`src/rtl/prog_sequencer.sv`:
```
// Program-download sequencer: holds the CPU in reset, clears instruction memory,
// streams loader words into memory and releases the CPU after a settle delay.
module prog_sequencer #(
  parameter int unsigned ADDR_WIDTH    = 4,
  parameter int unsigned DATA_WIDTH    = 8,
  parameter int unsigned RELEASE_DELAY = 2
) (
  input  logic                  clk,
  input  logic                  reset_n,
  input  logic                  load_start,
  input  logic [ADDR_WIDTH:0]   load_count,
  input  logic                  halt_req,
  input  logic                  in_valid,
  input  logic [DATA_WIDTH-1:0] in_data,
  output logic                  in_ready,
  output logic                  mem_clear,
  output logic                  mem_we,
  output logic [ADDR_WIDTH-1:0] mem_addr,
  output logic [DATA_WIDTH-1:0] mem_wdata,
  output logic                  prog_enable,
  output logic                  cpu_reset,
  output logic                  busy,
  output logic                  done
);

  // Full memory depth expressed in the load_count width.
  localparam logic [ADDR_WIDTH:0] DEPTH    = {1'b1, {ADDR_WIDTH{1'b0}}};
  localparam logic [ADDR_WIDTH:0] ONE      = {{ADDR_WIDTH{1'b0}}, 1'b1};
  localparam logic [3:0]          SETTLE_LAST = 4'(RELEASE_DELAY - 1);

  typedef enum logic [2:0] {
    StHalt,
    StClear,
    StLoad,
    StFlush,
    StSettle,
    StRun
  } state_e;

  state_e              state_q;
  logic [ADDR_WIDTH:0] count_q;
  logic [ADDR_WIDTH:0] idx_q;
  logic [3:0]          settle_q;
  logic [ADDR_WIDTH:0] count_sat;
  logic                last_word;
  logic                accept;

  // Saturate the requested length and decode the accept / last-word conditions.
  always_comb begin
    count_sat = (load_count > DEPTH) ? DEPTH : load_count;
    accept    = in_valid && in_ready;
    last_word = (idx_q == (count_q - ONE));
  end

  // Sequencer FSM with all outputs registered.
  always_ff @(posedge clk or negedge reset_n) begin
    if (!reset_n) begin
      state_q     <= StHalt;
      count_q     <= '0;
      idx_q       <= '0;
      settle_q    <= '0;
      in_ready    <= 1'b0;
      mem_clear   <= 1'b0;
      mem_we      <= 1'b0;
      mem_addr    <= '0;
      mem_wdata   <= '0;
      prog_enable <= 1'b0;
      cpu_reset   <= 1'b1;
      busy        <= 1'b0;
      done        <= 1'b0;
    end else begin
      // Single-cycle strobes default low.
      mem_clear <= 1'b0;
      mem_we    <= 1'b0;
      done      <= 1'b0;
      unique case (state_q)
        StHalt: begin
          if (load_start) begin
            state_q     <= StClear;
            count_q     <= count_sat;
            idx_q       <= '0;
            mem_clear   <= 1'b1;
            prog_enable <= 1'b1;
            cpu_reset   <= 1'b1;
            busy        <= 1'b1;
          end
        end
        StClear: begin
          if (count_q == '0) begin
            state_q     <= StSettle;
            settle_q    <= '0;
            prog_enable <= 1'b0;
          end else begin
            state_q  <= StLoad;
            in_ready <= 1'b1;
          end
        end
        StLoad: begin
          if (accept) begin
            mem_we    <= 1'b1;
            mem_addr  <= idx_q[ADDR_WIDTH-1:0];
            mem_wdata <= in_data;
            idx_q     <= idx_q + ONE;
            if (last_word) begin
              in_ready <= 1'b0;
              state_q  <= StFlush;
            end
          end
        end
        StFlush: begin
          // Last write is on the bus this cycle; hand the address mux back next.
          prog_enable <= 1'b0;
          settle_q    <= '0;
          state_q     <= StSettle;
        end
        StSettle: begin
          settle_q <= settle_q + 4'd1;
          if (settle_q == SETTLE_LAST) begin
            state_q   <= StRun;
            cpu_reset <= 1'b0;
            busy      <= 1'b0;
            done      <= 1'b1;
          end
        end
        StRun: begin
          // Reload takes priority over halt.
          if (load_start) begin
            state_q     <= StClear;
            count_q     <= count_sat;
            idx_q       <= '0;
            mem_clear   <= 1'b1;
            prog_enable <= 1'b1;
            cpu_reset   <= 1'b1;
            busy        <= 1'b1;
          end else if (halt_req) begin
            state_q   <= StHalt;
            cpu_reset <= 1'b1;
          end
        end
        default: begin
          state_q   <= StHalt;
          cpu_reset <= 1'b1;
        end
      endcase
    end
  end

endmodule

```
`config.mk`:
```
export PLATFORM = sky130hd
export DESIGN_NAME = prog_sequencer
export DESIGN_NICKNAME = d
export VERILOG_FILES = /design/src/rtl/prog_sequencer.sv
export SDC_FILE = /design/constraint.sdc
export NUM_CORES = 1
export LEC_CHECK = 0
export ABC_AREA = 1
export CAP_MARGIN = 25
export CORE_AREA = 4 4 73 55
export DETAILED_ROUTE_END_ITERATION = 16
export DIE_AREA = 0 0 77 59
export PLACE_DENSITY = 0.84
export SLEW_MARGIN = 25
export SYNTH_ARGS = -nofsm -noshare
export SYNTH_HDL_FRONTEND = slang
export SYNTH_SLANG_ARGS = --single-unit
```
`constraint.sdc`:
```
create_clock -name clk -period 2.84 [get_ports clk]
set_input_delay 0.852 -clock clk [delete_from_list [all_inputs] [get_ports clk]]
set_output_delay 0.852 -clock clk [all_outputs]
set_load 0.02 [all_outputs]
```
==> impl_metrics.tcl, run 1 <==
set metrics [dict create \
    min_path_type "reg -> reg" \
    total_power_w 0.00236 \
    synth.yosys.seq_area_share_pct 51.9 \
    fillerInstances 256 \
    post_cts_buffers 0 \
    cts_buffers 5 \
    fin_skew_ns 0.00323 \
    cp_top_family "buffers and inverters" \
    final_core_util_pct 66.9 \
    grt_pass1_wl_mm 6.13 \
    grt_max_degree 37 \
    post_cts_resized 0 \
    tns_ns 0 \
    drt_iter0_markers 83 \
    p_per_area_nw_per_um2 1050 \
    ys_ff_latch 36 \
    drive_gt1_share_pct 9.20 \
    seq_area_um2 902 \
    antennaDiodeCount 0 \
    irDropWorstVdd_mv 0.471 \
    crit_arrival_ns 1.41 \
    cp_max_fo 2 \
    fmax_ghz 0.442 \
    run_status "finished clean" \
    worst_pin_slew_ns 0.437 \
    min_period_over_period_pct 79.7 \
    htree_num_levels 2 \
    path_cells "clkdlybuf4s50_1" \
    insertion_delay_ns 0.29 \
    clock_path_buffers 2 \
    drc_errors 0 \
    multi_input_area_um2 726 \
    critPathLaunchType "flop" \
    synth_warnings 0 \
    grt_pass1_vias 1336 \
    crit_path_end_kind "primary output" \
    antenna_found_initial 0 \
    postCtsHoldBufs 0 \
    cpPeakStageDelay_ns 0.59 \
    syn_area_per_cell_um2 8.44 \
    dr.pass1.iters 4 \
    cts_root_buf "clkbuf_8" \
    required_ns 1.99 \
    grt_use_total_pct 17.5 \
    syn_area_um2 1740 \
    initial_core_util_pct 51.8 \
    vias 1438 \
    die_h_um 59 \
    period_needed_ns 2.26 \
    num_io_pins 37 \
    gp_congestion 0.819 \
    num-nets-final 271 \
    fp-row-count 18 \
    cts_tree "built" \
    drt-total-wl_mm 3.62 \
    place_hpwl_mm 2.70 \
    synth.distinct_cells 29 \
    coreArea_um2 3360 \
    path_class "reg -> out" \
    setup_viol 0 \
    numClockSinks 36 \
    area.growth.synth_to_final_pct 29.1 \
    r2r_setup_slack_ns 1.26 \
    critPathBufInv 1 \
    max-cap-violations 0 \
    slowest_stage "clkdlybuf4s50_1" \
    die_w_um 77 \
    hold_viol 0 \
    synth_nets 228 \
    slew_headroom_pct 70.9 \
    numPortBuffers 36 \
    routedWlPerCell_um 12.5 \
    drt-vias-per-instance 4.96 \
    rsz0062_at_grt "false" \
    overflow 0 \
    drv_slew 0 \
    dieArea_um2 4540 \
    cts.clk_slew.worst_paths_ns 0.07 \
    leakage_nw 1.08 \
    antenna_left 0 \
    syn_inst 206 \
]
per-stage QoR:
step           hold WS (ns)  setup slack [ns]  area [µm²]  cells
6_report              0.491             0.577        2240    290
5_1_grt               0.518             0.539        2240    290
4_1_cts               0.493             0.565        2240    290
3_5_place_dp          0.470             0.646        2150    282
3_3_place_gp          0.459             0.698        2150    282
2_1_floorplan         0.496              1.29        1740    206
layer usage:
layer | part of all wire, % | vias to the layer above | track usage (%) | routed length (µm)
li1 | - | 745 | - | -
met1 | 49 | 656 | 26.0 | 1780
met2 | 44 | 31 | 24.9 | 1600
met3 | 5.1 | 6 | 3.65 | 184
met4 | 1.7 | 0 | 7.61 | 60
met5 | 0 | - | 0 | 0
worst min-delay path: stages, from the launching register on:
cell     delay (ns)
dfrtp_1        0.35
nand2_1        0.05
nand2_1        0.06
Yosys cell counts:
library cell	count	area [µm²]
o21ai_1	3	15.0
nor2_1	15	56.3
xnor2_1	1	8.76
nand2_1	62	233
nor2_2	2	12.5
xor2_1	3	26.3
nand3_4	2	35.0
clkinv_2	1	5.00
inv_2	2	7.51
a22o_1	1	8.76
dfrtp_1	35	876
nand3_1	16	80.1
o21bai_1	1	7.51
nand2_2	2	12.5
nor3_2	1	10.0
clkinv_1	1	3.75
o22ai_1	3	18.8
inv_1	24	90.1
nor3_1	2	10.0
dfstp_2	1	26.3
o31ai_1	1	7.51
a21oi_1	8	40.0
ha_1	4	50.1
nand3b_1	1	7.51
o21ai_2	1	8.76
nand2_4	1	11.3
o21ai_0	10	50.1
nor3_4	1	16.3
buf_2	1	5.00
final timing paths:
| check | from | to | cells after the start |
|---|---|---|---|
| max | cpu_reset$_DFFE_PN1P_ | cpu_reset | 1 |
| min | mem_wdata[7]$_DFFE_PN0P_ | mem_wdata[7]$_DFFE_PN0P_ | 2 |
| max reg2reg | count_q[0]$_DFFE_PN0P_ | in_ready$_DFFE_PN0P_ | 10 |
| min reg2reg | mem_wdata[7]$_DFFE_PN0P_ | mem_wdata[7]$_DFFE_PN0P_ | 2 |
| max in group asynchronous | reset_n | cpu_reset$_DFFE_PN1P_ | 2 |
| min in group asynchronous | reset_n | mem_wdata[5]$_DFFE_PN0P_ | 2 |
power breakdown:
| part | leakage [nW] | internal [W] | switching [W] |
|---|---|---|---|
| clock network | 0.0510 | 0.000193 | 0.000185 |
| registers | 0.455 | 0.000705 | 0.000151 |
| logic | 0.578 | 0.000455 | 0.000672 |
registers in the layout, summed over array words and instances (netlist names), 3 cells and up:
register / count
mem_wdata: 8
count_q: 5
idx_q: 5
mem_addr: 4
settle_q: 4
state_q: 3
logic make-up (layout without fill, tap and decap cells):
logic type	count (synthesis)	after routing	synth area share (%)
xor+xnor	4	4	2.01
buf+inv	29	73	6.40
fa+ha+maj	4	4	2.88
compound gates	28	28	8.99
simple gates	105	105	27.8
flops	36	36	51.9
cell type report:
cell class | count | share of cell area (%)
clock buffers | 6 | 3.68
clock inverters | 2 | 0.446
inverters | 28 | 4.74
multi-input cells | 141 | 32.3
flip-flops and latches | 36 | 40.2
well taps | 40 | 2.23
repair buffers | 37 | 16.4
cells in the final DEF (no fill, tap or decap), drive strengths merged, types with 3 or more instances in the layout:
cell type | netlist | layout
o22ai | 3 | 3
nand2 | 65 | 65
inv | 26 | 26
clkinv | 2 | 4
o21ai | 14 | 14
clkdlybuf4s50 | 0 | 36
ha | 4 | 4
xor2 | 3 | 3
clkbuf | 0 | 6
a21oi | 8 | 8
dfrtp | 35 | 35
nor3 | 4 | 4
nand3 | 18 | 18
nor2 | 17 | 17
Note: power is estimated with default switching activity, not from simulation.
==> run 2: changes to the inputs <==
--- a/config.mk
+++ b/config.mk
@@ -7,10 +7,10 @@
 export LEC_CHECK = 0
 export ABC_AREA = 1
 export CAP_MARGIN = 25
-export CORE_AREA = 4 4 73 55
+export CORE_AREA = 4 4 76 57
 export DETAILED_ROUTE_END_ITERATION = 16
-export DIE_AREA = 0 0 77 59
-export PLACE_DENSITY = 0.84
+export DIE_AREA = 0 0 80 61
+export PLACE_DENSITY = 0.78
 export SLEW_MARGIN = 25
 export SYNTH_ARGS = -nofsm -noshare
 export SYNTH_HDL_FRONTEND = slang
==> constraint.sdc (replaced) <==
create_clock -name clk -period 2.25 [get_ports clk]
set_input_delay 0.675 -clock clk [delete_from_list [all_inputs] [get_ports clk]]
set_output_delay 0.675 -clock clk [all_outputs]
set_load 0.02 [all_outputs]
==> impl_metrics.tcl, run 2 (synthesis gave the netlist of run 1 again) <==
set metrics [dict create \
    run_status "finished clean" \
    fmax_ghz 0.481 \
    layout_common_cells "nand2_1, clkdlybuf4s50_1, dfrtp_1" \
    crit_path_end_kind "primary output" \
    antenna_left 0 \
    max-cap-violations 0 \
    area.growth.synth_to_final_pct 30.2 \
    fin_skew_ns 0.00279 \
    drc_errors 0 \
    drt_iter0_markers 118 \
    r2r_start "count_q[0]$_DFFE_PN0P_" \
    num-nets-final 272 \
    cp_max_fo 2 \
    stdcell_area_um2 2260 \
    whs_endpoint "mem_wdata[7]$_DFFE_PN0P_" \
    drv_slew 0 \
    critPathLaunchType "flop" \
    cts.clk_slew.worst_paths_ns 0.07 \
    slowest_stage "clkdlybuf4s50_1" \
    vias 1457 \
    dr.pass1.iters 4 \
    numClockSinks 36 \
    place_area_um2 2170 \
    cts_root_buf "clkbuf_8" \
    rsz0062_at_grt "false" \
    r2r_setup_slack_ns 0.63 \
    drt-vias-per-instance 4.84 \
    antenna_found_initial 0 \
    fp-row-count 18 \
    cpPeakStageDelay_ns 0.59 \
    final_common_cell "nand2_1" \
    grt_pass1_vias 1325 \
    post_cts_resized 0 \
    regMostFlops "mem_wdata" \
    grt_max_degree 37 \
    die_h_um 61 \
    postCtsHoldBufs 0 \
    htree_num_levels 2 \
    slew_headroom_pct 70.9 \
    post_cts_buffers 0 \
    setup_viol 0 \
    worst_pin_slew_ns 0.437 \
    hold_depth 2 \
    fillerInstances 317 \
    grt_pass1_wl_mm 6.02 \
    drive_gt1_share_pct 9.56 \
    routedWlPerCell_um 12.1 \
    min_from "mem_wdata[7]$_DFFE_PN0P_" \
    die_w_um 80 \
    min_path_type "reg -> reg" \
    initial_core_util_pct 49.5 \
    largest_reg_flops 8 \
    numPortBuffers 36 \
    reg.largest.list "mem_wdata: 8 flops, count_q: 5 flops, idx_q: 5 flops" \
    coreArea_um2 3510 \
    cts_tree "built" \
    crit_arrival_ns 1.41 \
    clock_path_buffers 2 \
    min_period_over_period_pct 92.5 \
    cp_top_family "buffers and inverters" \
    insertion_delay_ns 0.28 \
    tns_ns 0 \
    p_per_area_nw_per_um2 1320 \
    dieArea_um2 4880 \
    antennaDiodeCount 0 \
    path_cells "clkdlybuf4s50_1" \
    num_io_pins 37 \
    drt-total-wl_mm 3.63 \
    reg2regPathDepth 10 \
    irDropWorstVdd_mv 0.660 \
    cts_buffers 5 \
    final_core_util_pct 64.5 \
    leakage_nw 1.09 \
    grt_use_total_pct 16.5 \
    period_needed_ns 2.08 \
    path_class "reg -> out" \
    gp_congestion 0.844 \
    overflow 0 \
    critPathBufInv 1 \
    hold_viol 0 \
    required_ns 1.57 \
    place_hpwl_mm 2.70 \
    r2r-end "in_ready$_DFFE_PN0P_" \
]
==> run 2: cell count changes in the layout (fill, tap and decap cells not counted), sizes merged <==
cell	delta
buf	+1
==> run 2: stage by stage <==
| step | hold WS (ns) | setup slack, ns | instances | power (W) |
|---|---|---|---|---|
| 5_1_grt | 0.510 | 0.141 | 301 | 0.00324 |
| 3_5_place_dp | 0.462 | 0.246 | 293 | 0.00253 |
| 6_report | 0.481 | 0.170 | 301 | 0.00300 |
| 3_3_place_gp | 0.461 | 0.290 | 293 | 0.00249 |
| 4_1_cts | 0.483 | 0.159 | 301 | 0.00301 |
| 2_1_floorplan | 0.379 | 0.878 | 206 | 0.00199 |
==> run 2: area by class of cell <==
type / instances / area (µm²) / area share, %
Sequential cell: 36 / 902 / 39.8
Clock inverter: 2 / 10.0 / 0.442
Multi-Input combinational cell: 141 / 726 / 32.0
Inverter: 28 / 106 / 4.70
Timing Repair Buffer: 38 / 375 / 16.6
Tap cell: 50 / 62.6 / 2.76
Clock buffer: 6 / 82.6 / 3.65
==> run 2: worst max-delay path by stage <==
stage | cells past startpoint | to | slack (ns) | startpoint
2_1_floorplan | 7 | in_ready$_DFFE_PN0P_ | 0.88 | in_valid
3_3_place_gp | 8 | in_ready$_DFFE_PN0P_ | 0.29 | in_valid
3_5_place_dp | 8 | in_ready$_DFFE_PN0P_ | 0.25 | in_valid
4_1_cts | 1 | cpu_reset | 0.16 | cpu_reset$_DFFE_PN1P_
5_1_grt | 1 | cpu_reset | 0.14 | cpu_reset$_DFFE_PN1P_
6_report | 1 | cpu_reset | 0.17 | cpu_reset$_DFFE_PN1P_
==> run 2: per-layer routing <==
metal / up-vias / GRT usage [%] / part of all wire, %
li1: 746 / - / -
met1: 673 / 24.7 / 50
met2: 34 / 23.5 / 43
met3: 4 / 3.56 / 5.5
met4: 0 / 6.51 / 1.2
met5: - / 0 / 0
==> run 2: power breakdown <==
group / total, W / switching, W / internal (W)
sequential: 0.00108 / 0.000186 / 0.000890
combinational: 0.00146 / 0.000877 / 0.000581
clock: 0.000464 / 0.000220 / 0.000244
==> run 2: worst register-to-register path: cells and delay by family, from the launching register on <==
family	cells	cell delay, ns
buffers and inverters	2	0.18
DFF	1	0.39
AOI/OAI and AO/OA	1	0.15
adders and majority gates	1	0.36
and+or+nand+nor	6	0.43
